$ cat src/rtl/mul_wb_ctrl_pkg.sv
// Shared constants and types for the multiplier writeback controller:
// M-extension decode, register index width and the tag/result record layouts.
package mul_wb_ctrl_pkg;

  localparam int REG_ADDR_W = 5;
  localparam int XLEN       = 32;

  localparam logic [31:0] INST_MUL      = 32'h02000033;
  localparam logic [31:0] INST_MULH     = 32'h02001033;
  localparam logic [31:0] INST_MULHSU   = 32'h02002033;
  localparam logic [31:0] INST_MULHU    = 32'h02003033;
  localparam logic [31:0] INST_MUL_MASK = 32'hfe00707f;

  typedef struct packed {
    logic                  valid;
    logic [REG_ADDR_W-1:0] rd;
  } tag_t;

  typedef struct packed {
    logic [REG_ADDR_W-1:0] rd;
    logic [XLEN-1:0]       value;
  } wb_entry_t;

  localparam int WB_ENTRY_W = $bits(wb_entry_t);

  // Same four-way decode the multiplier uses, so tags and results stay paired.
  function automatic logic is_mul_op(input logic [31:0] inst);
    logic [31:0] m;
    m = inst & INST_MUL_MASK;
    return (m == INST_MUL) || (m == INST_MULH) ||
           (m == INST_MULHSU) || (m == INST_MULHU);
  endfunction

  function automatic logic src_match(input logic [REG_ADDR_W-1:0] rs1,
                                     input logic [REG_ADDR_W-1:0] rs2,
                                     input logic [REG_ADDR_W-1:0] rd);
    return ((rs1 != '0) && (rs1 == rd)) || ((rs2 != '0) && (rs2 == rd));
  endfunction

endpackage

$ cat src/rtl/mul_wb_fifo.sv
// Small power-of-two FIFO with occupancy count; head is shown combinationally
// and the last popped word is held on the output while empty.
module mul_wb_fifo #(
  parameter  int DEPTH = 2,
  parameter  int WIDTH = 37,
  localparam int PW    = $clog2(DEPTH),
  localparam int CW    = PW + 1
) (
  input  logic                        clk_i,
  input  logic                        rstn_i,
  input  logic                        push_i,
  input  logic [WIDTH-1:0]            data_i,
  input  logic                        pop_i,
  output logic [WIDTH-1:0]            data_o,
  output logic [CW-1:0]               count_o,
  output logic [DEPTH-1:0]            occ_o,
  output logic [DEPTH-1:0][WIDTH-1:0] mem_o
);

  logic [DEPTH-1:0][WIDTH-1:0] mem_q;
  logic [PW-1:0]               wr_ptr_q;
  logic [PW-1:0]               rd_ptr_q;
  logic [CW-1:0]               count_q;
  logic [WIDTH-1:0]            last_q;

  always_ff @(posedge clk_i or negedge rstn_i) begin
    if (!rstn_i) begin
      mem_q    <= '0;
      wr_ptr_q <= '0;
      rd_ptr_q <= '0;
      count_q  <= '0;
      last_q   <= '0;
    end else begin
      if (push_i) begin
        mem_q[wr_ptr_q] <= data_i;
        wr_ptr_q        <= wr_ptr_q + PW'(1);
      end
      if (pop_i) begin
        last_q   <= mem_q[rd_ptr_q];
        rd_ptr_q <= rd_ptr_q + PW'(1);
      end
      case ({push_i, pop_i})
        2'b10:   count_q <= count_q + CW'(1);
        2'b01:   count_q <= count_q - CW'(1);
        default: count_q <= count_q;
      endcase
    end
  end

  assign data_o  = (count_q != '0) ? mem_q[rd_ptr_q] : last_q;
  assign count_o = count_q;
  assign mem_o   = mem_q;

  // Slot i is live when its distance from the read pointer is below count.
  always_comb begin
    logic [PW-1:0] off;
    occ_o = '0;
    off   = '0;
    for (int i = 0; i < DEPTH; i++) begin
      off      = PW'(i) - rd_ptr_q;
      occ_o[i] = (CW'(off) < count_q);
    end
  end

  overflow_a: assert property (@(posedge clk_i) disable iff (!rstn_i)
    !(push_i && (count_q == CW'(DEPTH))));

endmodule

$ cat src/rtl/mul_wb_ctrl.sv
// Writeback companion of the multiplier: tag pipe, result buffer and stall.
// Optional issue-stage RAW scoreboard enabled by MUL_WB_SCOREBOARD_EN.
module mul_wb_ctrl
  import mul_wb_ctrl_pkg::*;
#(
  parameter int MULT_STAGES = 2,
  parameter int FIFO_DEPTH  = 2
) (
  input  logic                  clk_i,
  input  logic                  rstn_i,
  input  logic                  issue_valid_i,
  input  logic [31:0]           issue_opcode_i,
  input  logic [REG_ADDR_W-1:0] issue_rd_i,
  input  logic                  hold_i,
  input  logic                  flush_i,
  input  logic [XLEN-1:0]       mul_value_i,
  input  logic                  wb_ready_i,
  output logic                  wb_valid_o,
  output logic [REG_ADDR_W-1:0] wb_rd_o,
  output logic [XLEN-1:0]       wb_value_o,
  output logic                  stall_o,
  output logic                  busy_o,
  input  logic [REG_ADDR_W-1:0] rs1_i,
  input  logic [REG_ADDR_W-1:0] rs2_i,
  output logic                  hazard_o
);

  localparam int CW = $clog2(FIFO_DEPTH) + 1;

  logic                                    issue_mul;
  logic [MULT_STAGES-1:0]                  stage_valid;
  logic [MULT_STAGES-1:0][REG_ADDR_W-1:0]  stage_rd;
  logic                                    consumed_q;
  logic                                    capture;
  logic                                    push;
  logic                                    pop;
  wb_entry_t                               entry_in;
  wb_entry_t                               head;
  logic [CW-1:0]                           count;
  logic [FIFO_DEPTH-1:0]                   occ;
  logic [FIFO_DEPTH-1:0][WB_ENTRY_W-1:0]   mem_view;

  assign issue_mul = issue_valid_i && is_mul_op(issue_opcode_i);

  // Tags advance on exactly the edges the multiplier datapath advances.
  for (genvar k = 0; k < MULT_STAGES; k++) begin : g_tag
    tag_t tag_d;
    tag_t tag_q;
    if (k == 0) begin : g_first
      assign tag_d = '{valid: issue_mul, rd: issue_rd_i};
    end else begin : g_next
      assign tag_d = '{valid: stage_valid[k-1], rd: stage_rd[k-1]};
    end
    always_ff @(posedge clk_i or negedge rstn_i) begin
      if (!rstn_i)      tag_q <= '0;
      else if (flush_i) tag_q <= '0;
      else if (!hold_i) tag_q <= tag_d;
    end
    assign stage_valid[k] = tag_q.valid;
    assign stage_rd[k]    = tag_q.rd;
  end

  // consumed blocks a second capture of the same result while the pipe is held.
  assign capture = stage_valid[MULT_STAGES-1] && !consumed_q && !flush_i;
  assign push    = capture && (stage_rd[MULT_STAGES-1] != '0);

  always_ff @(posedge clk_i or negedge rstn_i) begin
    if (!rstn_i)      consumed_q <= 1'b0;
    else if (flush_i) consumed_q <= 1'b0;
    else if (!hold_i) consumed_q <= 1'b0;
    else if (capture) consumed_q <= 1'b1;
  end

  assign entry_in = '{rd: stage_rd[MULT_STAGES-1], value: mul_value_i};

  // Writeback handshake: an entry transfers on a clock edge where wb_valid_o
  // and wb_ready_i are both high; wb_valid_o never depends on wb_ready_i.
  assign pop = wb_valid_o && wb_ready_i;

  mul_wb_fifo #(
    .DEPTH (FIFO_DEPTH),
    .WIDTH (WB_ENTRY_W)
  ) u_fifo (
    .clk_i   (clk_i),
    .rstn_i  (rstn_i),
    .push_i  (push),
    .data_i  (entry_in),
    .pop_i   (pop),
    .data_o  (head),
    .count_o (count),
    .occ_o   (occ),
    .mem_o   (mem_view)
  );

  assign wb_valid_o = (count != '0);
  assign wb_rd_o    = head.rd;
  assign wb_value_o = head.value;
  assign stall_o    = (count >= CW'(FIFO_DEPTH - 1));
  assign busy_o     = (|stage_valid) || (count != '0);

`ifdef MUL_WB_SCOREBOARD_EN
  logic hazard;
  logic unused_view;

  always_comb begin
    hazard = 1'b0;
    for (int k = 0; k < MULT_STAGES; k++) begin
      if (stage_valid[k] && src_match(rs1_i, rs2_i, stage_rd[k])) hazard = 1'b1;
    end
    for (int i = 0; i < FIFO_DEPTH; i++) begin
      if (occ[i] && src_match(rs1_i, rs2_i, mem_view[i][WB_ENTRY_W-1 -: REG_ADDR_W]))
        hazard = 1'b1;
    end
  end

  assign hazard_o    = hazard;
  assign unused_view = ^mem_view;
`else
  logic unused_sb;

  assign hazard_o  = 1'b0;
  assign unused_sb = ^{rs1_i, rs2_i, occ, mem_view, stage_rd};
`endif

endmodule

$ cat config.mk
export PLATFORM = sky130hd
export DESIGN_NAME = mul_wb_ctrl
export DESIGN_NICKNAME = d
export VERILOG_FILES = /design/src/rtl/mul_wb_ctrl_pkg.sv /design/src/rtl/mul_wb_fifo.sv /design/src/rtl/mul_wb_ctrl.sv
export SDC_FILE = /design/constraint.sdc
export NUM_CORES = 1
export LEC_CHECK = 0
export ABC_AREA = 0
export CORE_ASPECT_RATIO = 0.7
export CORE_MARGIN = 8
export CORE_UTILIZATION = 40
export DETAILED_ROUTE_END_ITERATION = 10
export MAX_ROUTING_LAYER = met4
export PLACE_DENSITY_LB_ADDON = 0.1
export SYNTH_ARGS = -nofsm -noshare
export SYNTH_HDL_FRONTEND = slang
export SYNTH_SLANG_ARGS = --single-unit
$ cat constraint.sdc
create_clock -name clk_i -period 5.4 [get_ports clk_i]
set_input_delay 0.81 -clock clk_i [delete_from_list [all_inputs] [get_ports clk_i]]
set_output_delay 0.81 -clock clk_i [all_outputs]
set_load 0.03 [all_outputs]
Yosys cells after proc, flatten, opt, wreduce, memory -nomap -nowiden --
Cells that the tools add are included.
Storage, ports and cells: memory bits (read-only) 0, logic and storage cells 57, memory bits (writable) 0, memories 0, bits in latches 0, input port bits 85, register bits after elaboration 128
Operators by class: equality and inequality tests 8, multipliers 0, divide/modulo/power cells 0, $add $sub $neg 4, magnitude comparators 4, shift-type cells 0, mux-type cells 14, bitwise operators 0, reduce and logical (&&, ||, !) cells 16
Operators by type and width (count):
- 37-bit 2-to-1 mux | 4
- 74-bit bitwise mux | 1
- 17-bit by 11-bit equality test with 1-bit output, second input constant | 4
- 37-bit demux with 1-bit select | 1
- 6-bit 2-to-1 mux | 4
- 1-bit logical AND | 6
- 5-bit nonzero test | 1
- 1-bit logical OR | 4
- 1-bit by 2-bit < comparator with 1-bit output, second input constant | 2
- 2-bit case mux with 2 select lines | 1
- 2-bit nonzero test | 2
- 1-bit 2-to-1 mux | 3
- 3-bit by 1-bit != test with 1-bit output, second input constant | 1
- 1-bit adder, second input constant | 2
- 2-bit by 1-bit adder with 2-bit output, second input constant | 1
- 2-bit by 1-bit equality test with 1-bit output, second input constant | 1
- 2-bit equality test, second input constant | 1
- 2-bit by 1-bit >= comparator with 1-bit output, second input constant | 1
- 1-bit zero test | 2
- 2-bit by 1-bit != test with 1-bit output, second input constant | 1
- 2-bit OR reduction | 1
- 2-bit by 1-bit subtractor with 2-bit output, second input constant | 1
- 1-bit >= comparator, second input constant | 1

Logic depth before layout (Yosys ltp) --
Gate-level depths: netlist of run 1.
word-level depth 7, mapped depth 8

Modules after synthesis --
A second synthesis of run 1 with hierarchy kept.
Unflattened totals: cell total of the unflattened synthesis 473, area, all modules 5632.9 sq um
By module, submodules not included:
- mul_wb_fifo | times used 1, seq. area each 2877.8 sq um, cells an instance 415, area an instance 5016.1 sq um
- mul_wb_ctrl | times used 1, seq. area each 325.3 sq um, cells an instance 58, area an instance 616.8 sq um

Least setup slack after synthesis of run 1 --
Ideal clock, no wire load.
path kind reg2out, start point register u_fifo.count_q[0], in the netlist u_fifo.count_o[0], end point output wb_rd_o[0], required time 4590 ps, path buffers 2, cell stages (with the launch flop) 7, path slack 2556 ps, data arrival time 2034 ps, path through dfrtp_1 -> inv_1 -> ha_1 -> inv_1 -> clkbuf_1 -> buf_1 -> mux2_2
Between the ends: longest elaborated chain between the ends 2
RTL lines:
- start, declared | line mul_wb_fifo.sv:23 | logic [CW-1:0] count_q;
- start signal, assigned | line mul_wb_fifo.sv:43 | 2'b10: count_q <= count_q + CW'(1);
- start signal, assigned | line mul_wb_fifo.sv:44 | 2'b01: count_q <= count_q - CW'(1);
- start signal, assigned | line mul_wb_fifo.sv:45 | default: count_q <= count_q;
- 2-bit nonzero test
- via wb_valid_o | line mul_wb_ctrl.sv:18 | output logic wb_valid_o,
- 37-bit 2-to-1 mux | line mul_wb_fifo.sv:50 | assign data_o = (count_q != '0) ? mem_q[rd_ptr_q] : last_q;
- end, declared | line mul_wb_ctrl.sv:19 | output logic [REG_ADDR_W-1:0] wb_rd_o,
The timed path passes the listed nets, and every way through them passes these cells.

Worst setup path after layout of run 1 --
start point register u_fifo.count_q[0], in the netlist u_fifo.count_o[0], end point output wb_value_o[17]
Between the ends: longest elaborated chain between the ends 2
RTL lines:
- 2-bit nonzero test | line mul_wb_fifo.sv:50
- 37-bit 2-to-1 mux | line mul_wb_fifo.sv:50
- end, declared | line mul_wb_ctrl.sv:20 | output logic [XLEN-1:0] wb_value_o,
Every way passes these cells.

==> results of run 1 <==
[cells in the final DEF, fill, tap and decap left out, drive strengths merged, types with 2 or more instances in the layout]
cell / synthesis / layout
xnor2: 4 / 4
clkinvlp: 0 / 4
o2111ai: 2 / 2
dfrtp: 128 / 128
ha: 3 / 3
clkdlybuf4s50: 0 / 96
o21ai: 2 / 2
mux2: 148 / 148
buf: 13 / 6
mux2i: 11 / 11
nand2: 112 / 112
clkinv: 0 / 6
inv: 6 / 6
nor2: 15 / 15
clkbuf: 13 / 21
[cell type report]
cell class | count | area (sq um)
clock inverters | 11 | 90.1
inverters | 6 | 22.5
multi-input cells | 309 | 2480
repair buffers | 102 | 1010
fillers | 1261 | 6990
well taps | 195 | 244
clock buffers | 21 | 460
flip-flops and latches | 128 | 3200
[critical path, stage by stage, from the launching register on]
cell and delay (ns):
dfrtp_1 0.37, inv_1 0.07, ha_1 0.22, inv_2 0.73
mux2_2 0.45, clkdlybuf4s50_1 0.60
[worst paths after layout]
kind	end	slack, ns	cells past startpoint
max	wb_value_o[17]	1.74	5
min	u_fifo.last_q[3]	0.47	2
max reg2reg	u_fifo.mem_o[51]	2.78	4
min reg2reg	u_fifo.last_q[3]	0.47	2
max in group asynchronous	u_fifo.mem_o[13]	3.61	2
min in group asynchronous	u_fifo.last_q[3]	0.59	1
[state kept, by name, indices dropped and copies added (netlist names)]
register / cells
entry_in: 5
u_fifo.rd_ptr_q: 1
u_fifo.last_q: 37
g_tag.tag_q: 7
consumed_q: 1
u_fifo.count_o: 2
u_fifo.mem_o: 74
u_fifo.wr_ptr_q: 1
[stage by stage]
stage / instance area (sq um) / power (mW) / utilization [%]
6_report: 7500 / 2.54 / 51.8
5_1_grt: 7500 / 2.65 / 51.8
4_1_cts: 7500 / 2.58 / 51.8
3_5_place_dp: 6950 / 1.50 / 48.0
3_3_place_gp: 6950 / 1.50 / 48.0
2_1_floorplan: 5850 / 1.31 / -
[power groups by stage]
stage               clock, mW  sequential, mW  combinational, mW
global placement            0            1.07              0.431
floorplan                   0           0.999              0.312
detailed placement          0            1.07              0.437
finish                   1.06            1.05              0.427
global route             1.13            1.05              0.460
CTS                      1.09            1.05              0.437
[Yosys cell counts, drive strengths merged]
cell / n / area share, %
ha: 3 / 0.64
conb: 1 / 0.064
mux2i: 11 / 1.9
nand4: 1 / 0.11
nand3b: 1 / 0.13
nand3: 1 / 0.086
xnor2: 4 / 0.60
mux2: 148 / 29
or3: 1 / 0.11
nor4: 1 / 0.11
clkbuf: 13 / 0.83
and4b: 1 / 0.17
dfrtp: 128 / 55
buf: 13 / 1.7
o2111ai: 2 / 0.90
inv: 6 / 0.39
nor3b: 1 / 0.13
nand2: 112 / 7.2
nor2: 15 / 0.96
o211ai: 1 / 0.13
o21ai: 2 / 0.17
nor4b: 1 / 0.15
or4: 1 / 0.19
nand2b: 1 / 0.11
[layer usage]
layer | vias up | share of wire, %
met1 | 1910 | 48
met3 | 14 | 3.4
met5 | - | 0
li1 | 1780 | -
met2 | 55 | 48
met4 | 0 | 1.0
[kinds of logic (layout without fill, tap and decap cells)]
family / count (synthesis) / after routing / share of synthesized area, %
fa+ha+maj: 3 / 3 / 0.642
simple gates: 137 / 137 / 9.44
xor+xnor: 4 / 4 / 0.599
compound gates: 5 / 5 / 1.20
mux: 159 / 159 / 30.4
other cells: 1 / 1 / 0.0641
flops: 128 / 128 / 54.8
buf+inv: 32 / 140 / 2.89
==> flow_summary.yaml, run 1 <==
run_status:
  status: "finished clean"
timing:
  fin_ws_ns: 1.74
  finalSetupViolations: 0
  fin_hold_ws_ns: 0.470
  final.setup.tns_ns: 0
  rsz0062_at_grt: "no"
  relSlewSlack_pct: 27.4
  finalCritPeriodShare_pct: 67.7
  worst_pin_slew_ns: 1.09
  max_freq_ghz: 0.273
  drv_slew: 0
  min_period_ns: 3.66
  skew_ns: 0.00862
  hold_viol: 0
global_route:
  grt_overflow: 0
  use_met2_pct: 24.6
  top_usage_layer: "met2"
  grt_use_met3_pct: 3.60
  grt_pass1_wl_mm: 21.8
  grt_use_total_pct: 15.3
  antenna_found_initial: 0
  grt_pass1_vias: 4123
  grt_max_degree: 87
  grt_util_met1_pct: 18.8
layout:
  drive_gt1_share_pct: 32.2
  layoutNonFillerInstCount: 772
  syn_to_final_growth_pct: 28.4
  final_nets: 652
  antenna_cells: 0
min_path:
  min_path_type: "flip-flop to flip-flop"
  hp-start: "u_fifo.last_q[3]"
synthesis:
  synth_area_sq_mm: 0.00585
  ys_seq_area_share_pct: 54.8
  synth_nets: 557
  netlist_instances: 469
  postSynthAreaPerCell_sq_um: 12.5
  yosysWarnings: 0
  yosys.cell_types.count: 27
  ys_seq_elements: 128
pwr:
  switchingPower_mw: 0.728
  swShare_pct: 28.6
  comb_power_share_pct: 16.8
  p_leak_nw: 3.78
  cellPowerDensity_mw_per_mm2: 338
  ir_drop_mv: 0.212
  p_clk_share_pct: 41.9
  pwr-share-seq_pct: 41.3
  p_int_mw: 1.81
floorplan:
  rows: 37
  initial_utilization_pct: 40.4
  die_area_sq_mm: 0.0188
  die_h_um: 117
  ios: 126
  die_w_um: 161
  design.core.area_sq_mm: 0.0145
clocking:
  cts_setup_buffers: 0
  cts_resized: 0
  cts_hold_buf: 0
  cts_sinks: 128
  numCtsBuffers: 17
  cts.reportedPaths.clkPinSlew_ns: 0.06
  clockBufferDepth: 2
  cts_max_level: 4
  clock-root-buffer: "clkbuf_16"
  cts_tree: "yes"
  clk_latency_ns: 0.41
critical_path:
  start_kind: "flip-flop"
  crit_type: "flip-flop to output port"
  critPathLaunch: "u_fifo.count_o[0]"
  critPathRequiredTime_ns: 4.59
  worstSetupEndpointType: "output port"
  crit_arrival_ns: 2.85
  cp_max_fo: 39
  rr_startpoint: "entry_in[32]"
routing:
  routed_wirelength_mm: 13.3
  drc: 0
  vias: 3759
  dr.pass1.iters: 4
  postRouteAntennaNets: 0
  via_per_inst: 4.87
  routedWlPerCell_um: 17.2
  drt_first_iter_violations: 123
run:
  max-cap-violations: 0
placed_design:
  portBuffers: 97
  dp_hpwl_mm: 8.41
  dp_cells: 740
  place_ws_ns: 2.02
  gp_congestion: 0.715
(Power assumes the default switching activity.)
==> run 2, diff against run 1 <==
==> constraint.sdc (replaced) <==
create_clock -name clk_i -period 3 [get_ports clk_i]
set_input_delay 0.45 -clock clk_i [delete_from_list [all_inputs] [get_ports clk_i]]
set_output_delay 0.45 -clock clk_i [all_outputs]
set_load 0.03 [all_outputs]
==> flow_summary.yaml, run 2 (synthesis results as in run 1) <==
floorplan:
  die_area_sq_mm: 0.0188
  rows: 37
  initial_utilization_pct: 40.4
  design.core.area_sq_mm: 0.0145
  die_w_um: 161
  ios: 126
  die_h_um: 117
critical_path:
  worstSetupEndpointType: "output port"
  reg2reg_slack_ns: 0.93
  timing.rr.end: "u_fifo.mem_o[7]"
  cp_max_fo: 12
  critPathRequiredTime_ns: 2.55
  r2r_cells: 4
  crit_type: "flip-flop to output port"
  cp-endpoint: "wb_value_o[30]"
  rr_startpoint: "entry_in[32]"
  crit_arrival_ns: 2.44
  critPathLaunch: "u_fifo.count_o[0]"
  start_kind: "flip-flop"
routing:
  drc: 0
  postRouteAntennaNets: 0
  routedWlPerCell_um: 16.9
  drt_first_iter_violations: 174
  dr.pass1.iters: 4
  routed_wirelength_mm: 13.3
  via_per_inst: 4.78
  vias: 3751
pwr:
  p_leak_nw: 3.90
  cellPowerDensity_mw_per_mm2: 631
  power.total_mw: 4.85
  ir_drop_mv: 0.420
clocking:
  clock-root-buffer: "clkbuf_16"
  numCtsBuffers: 17
  cts_hold_buf: 0
  clockBufferDepth: 2
  cts_max_level: 4
  clk_latency_ns: 0.40
  cts.reportedPaths.clkPinSlew_ns: 0.06
  cts_tree: "yes"
  cts_sinks: 128
timing:
  finalSetupViolations: 0
  final.setup.tns_ns: 0
  relSlewSlack_pct: 49.1
  min_period_ns: 2.89
  worst_pin_slew_ns: 0.762
  finalCritPeriodShare_pct: 96.4
  max_freq_ghz: 0.346
  skew_ns: 0.00858
  fin_hold_ws_ns: 0.0659
  drv_slew: 0
  hold_viol: 0
  rsz0062_at_grt: "no"
placed_design:
  gp_congestion: 0.692
  portBuffers: 97
  dp_hpwl_mm: 8.76
layout:
  multiInputGateArea_sq_mm: 0.00248
  layout_commonest_cell: "mux2_2"
  syn_to_final_growth_pct: 31.5
  drive_gt1_share_pct: 33.1
  most-common-layout-cells: "mux2_2, dfrtp_1, nand2_1"
  fillers: 1258
  final_nets: 665
  register_area_sq_mm: 0.00321
  largest_reg_flops: 74
  antenna_cells: 0
global_route:
  grt_pass1_wl_mm: 21.6
  grt_pass1_vias: 4068
  grt_use_total_pct: 15.1
  antenna_found_initial: 0
  grt_overflow: 0
  grt_max_degree: 50
run:
  max-cap-violations: 0
run_status:
  status: "finished clean"
min_path:
  min_path_type: "primary input to async pin"
-- run 2: worst max-delay path, stage by stage, from the launching register on --
cell and delay [ns]:
dfrtp_1 0.37, inv_1 0.07, ha_1 0.23, inv_4 0.17
buf_4 0.23, mux2_2 0.37, clkdlybuf4s50_1 0.60
-- run 2: area by class of cell --
type / count / area share [%]
Multi-Input combinational cell: 309 / 32.2
Tap cell: 195 / 3.17
Clock buffer: 26 / 6.36
Inverter: 6 / 0.325
Clock inverter: 6 / 1.37
Sequential cell: 128 / 41.7
Timing Repair Buffer: 115 / 14.9
-- run 2: timing repair --
item | 4_1_cts | 5_1_grt
gates resized for setup | 2 | 1
setup buffers | 0 | 3
setup endpoints to repair | 22 | 2
-- run 2: report_power, final --
| group | leakage, nW | switching, mW | internal (mW) |
|---|---|---|---|
| combinational | 1.83 | 0.541 | 0.438 |
| clock | 0.292 | 0.704 | 1.37 |
| sequential | 1.78 | 0.0390 | 1.76 |
| total | 3.90 | 1.28 | 3.57 |
-- run 2: how the worst min path moves through the flow --
stage / slack, ns / from / end
6_report: 0.07 / rstn_i / u_fifo.mem_o[41]
5_1_grt: 0.11 / rstn_i / u_fifo.mem_o[41]
4_1_cts: 0.08 / rstn_i / u_fifo.mem_o[41]
3_5_place_dp: 0.46 / u_fifo.last_q[1] / u_fifo.last_q[1]
3_3_place_gp: 0.45 / u_fifo.last_q[23] / u_fifo.last_q[23]
2_1_floorplan: 0.15 / rstn_i / consumed_q
-- run 2: metal layers --
layer	wire length [um]	track usage (%)
met2	6450	24.8
met5	0	-
met1	6210	18.3
met3	501	3.56
met4	124	4.65
-- run 2: stage by stage --
stage                     worst slack [ns]  std cells  instance area [sq um]  util [%]
after CTS                           0.0344        782                   7670      52.9
after global placement               0.377        750                   7070      48.8
after floorplan                      0.516        469                   5850         -
after global routing               0.00385        785                   7690      53.1
final                                0.109        785                   7690      53.1
after detailed placement             0.389        750                   7070      48.8
==> run 3, diff against run 2 <==
==> constraint.sdc (replaced) <==
create_clock -name clk_i -period 3 [get_ports clk_i]
set_input_delay 0.45 -clock clk_i [delete_from_list [all_inputs] [get_ports clk_i]]
set_output_delay 0.45 -clock clk_i [all_outputs]
set_load 0.01 [all_outputs]
==> flow_summary.yaml, run 3 (synthesis results as in run 1) <==
run_status:
  status: "finished clean"
clocking:
  clk_latency_ns: 0.41
  cts.reportedPaths.clkPinSlew_ns: 0.06
  cts_sinks: 128
  clock-root-buffer: "clkbuf_16"
  clockBufferDepth: 2
  cts_tree: "yes"
  cts_max_level: 4
  numCtsBuffers: 17
critical_path:
  critical_path_buf_inv_count: 2
  cp_slowest_cell: "dfrtp_2"
  cp-endpoint: "wb_value_o[17]"
  timing.rr.end: "u_fifo.mem_o[52]"
  worstPathCellList: "buf_12 -> mux2_2 -> mux2_2 -> clkdlybuf4s50_1"
  reg2reg_slack_ns: 0.92
  cp_max_fo: 19
  crit_type: "flip-flop to output port"
  path_delay_family: "buffers and inverters"
  rr_startpoint: "entry_in[32]"
  r2r_cells: 4
  critPathLaunch: "u_fifo.rd_ptr_q"
  cp.depth: 4
  worstSetupEndpointType: "output port"
  cp_common_cell: "mux2_2"
  start_kind: "flip-flop"
  cp_slowest_stage_delay_ns: 0.66
  crit_arrival_ns: 2.44
  critPathRequiredTime_ns: 2.55
global_route:
  grt_pass1_vias: 4165
  grt_overflow: 0
  antenna_found_initial: 0
  grt_pass1_wl_mm: 21.6
  grt_use_total_pct: 15.2
  grt_max_degree: 50
floorplan:
  initial_utilization_pct: 40.4
  rows: 37
  design.core.area_sq_mm: 0.0145
  die_area_sq_mm: 0.0188
  die_h_um: 117
  die_w_um: 161
  ios: 126
placed_design:
  dp_cells: 750
  gp_congestion: 0.713
  postPlaceCellArea_sq_mm: 0.00707
  portBuffers: 97
  dp_hpwl_mm: 8.76
timing:
  finalSetupViolations: 0
  drv_slew: 0
  relSlewSlack_pct: 51.9
  max_freq_ghz: 0.346
  hold_viol: 0
  min_period_ns: 2.89
  final.setup.tns_ns: 0
  skew_ns: 0.00831
  rsz0062_at_grt: "no"
  worst_pin_slew_ns: 0.719
  finalCritPeriodShare_pct: 96.4
  fin_hold_ws_ns: 0.0145
layout:
  fillers: 1259
  finish.instance_area_sq_mm: 0.00765
  final_nets: 662
  antenna_cells: 0
  layout_commonest_cell: "mux2_2"
  drive_gt1_share_pct: 33.4
  most-common-layout-cells: "mux2_2, dfrtp_1, nand2_1"
  largest_reg_flops: 74
  layoutNonFillerInstCount: 782
  syn_to_final_growth_pct: 30.9
pwr:
  p_leak_nw: 3.85
  cellPowerDensity_mw_per_mm2: 618
  ir_drop_mv: 0.376
  power.total_mw: 4.73
min_path:
  min_path_type: "primary input to async pin"
routing:
  via_per_inst: 4.84
  dr.pass1.iters: 4
  drt_first_iter_violations: 154
  routed_wirelength_mm: 13.2
  vias: 3783
  routedWlPerCell_um: 16.9
  drc: 0
  postRouteAntennaNets: 0
run:
  max-cap-violations: 0
==> run 3: cell count changes in the layout (fill, tap and decap cells not counted) <==
cell / delta
dfrtp_2: +1
bufinv_16: -1
dlymetal6s2s_1: -1
clkbuf_1: -4
dfrtp_4: -1
clkinv_2: +1
clkdlybuf4s50_1: +1
clkinvlp_4: +4
buf_4: -3
==> run 3: layout make-up <==
type | instances | area [sq um] | share of cell area [%]
Inverter | 6 | 25.0 | 0.327
Clock buffer | 22 | 474 | 6.20
Timing Repair Buffer | 112 | 1120 | 14.6
Tap cell | 195 | 244 | 3.19
Clock inverter | 10 | 110 | 1.44
Sequential cell | 128 | 3200 | 41.9
Multi-Input combinational cell | 309 | 2480 | 32.4
==> run 3: worst reg2reg max path, stage by stage (launching register included) <==
cell and delay (ns):
dfrtp_1 0.42, or4_4 0.60, o2111ai_4 0.21, buf_4 0.34, mux2_2 0.39
==> run 3: how the worst min path moves through the flow <==
stage	start	slack [ns]	end	cells past startpoint
6_report	rstn_i	0.01	u_fifo.mem_o[41]	1
5_1_grt	rstn_i	0.05	u_fifo.mem_o[41]	1
4_1_cts	rstn_i	0.04	u_fifo.mem_o[41]	1
3_5_place_dp	u_fifo.last_q[24]	0.46	u_fifo.last_q[24]	2
3_3_place_gp	u_fifo.last_q[4]	0.45	u_fifo.last_q[4]	2
2_1_floorplan	rstn_i	0.15	consumed_q	0
==> run 3: timing repair <==
| item | CTS | global route |
|---|---|---|
| setup endpoints to repair | 0 | 16 |
| setup buffers | 0 | 0 |
| resized for setup | 0 | 2 |
| endpoints found under the hold margin | 0 | 0 |
| hold buffers | 0 | 0 |
==> run 3: power by group <==
part	switching [mW]	total, mW	internal, mW
clock network	0.735	2.02	1.28
logic	0.476	0.887	0.411
registers	0.0666	1.82	1.76
total	1.28	4.73	3.45
==> run 3: layer usage <==
layer | vias up | global-route usage [%] | share of wire [%] | wire (um)
li1 | 1805 | - | - | -
met1 | 1911 | 18.7 | 47 | 6240
met2 | 57 | 25.2 | 49 | 6440
met3 | 10 | 3.35 | 3.3 | 440
met4 | 0 | 4.47 | 0.88 | 117
met5 | - | - | 0 | 0
==> run 3: per-stage QoR <==
step	utilization, %	setup slack [ns]
floorplan	-	0.749
global placement	48.8	0.443
detailed placement	48.8	0.443
CTS	52.8	0.00429
global route	52.8	0.0123
finish	52.8	0.107
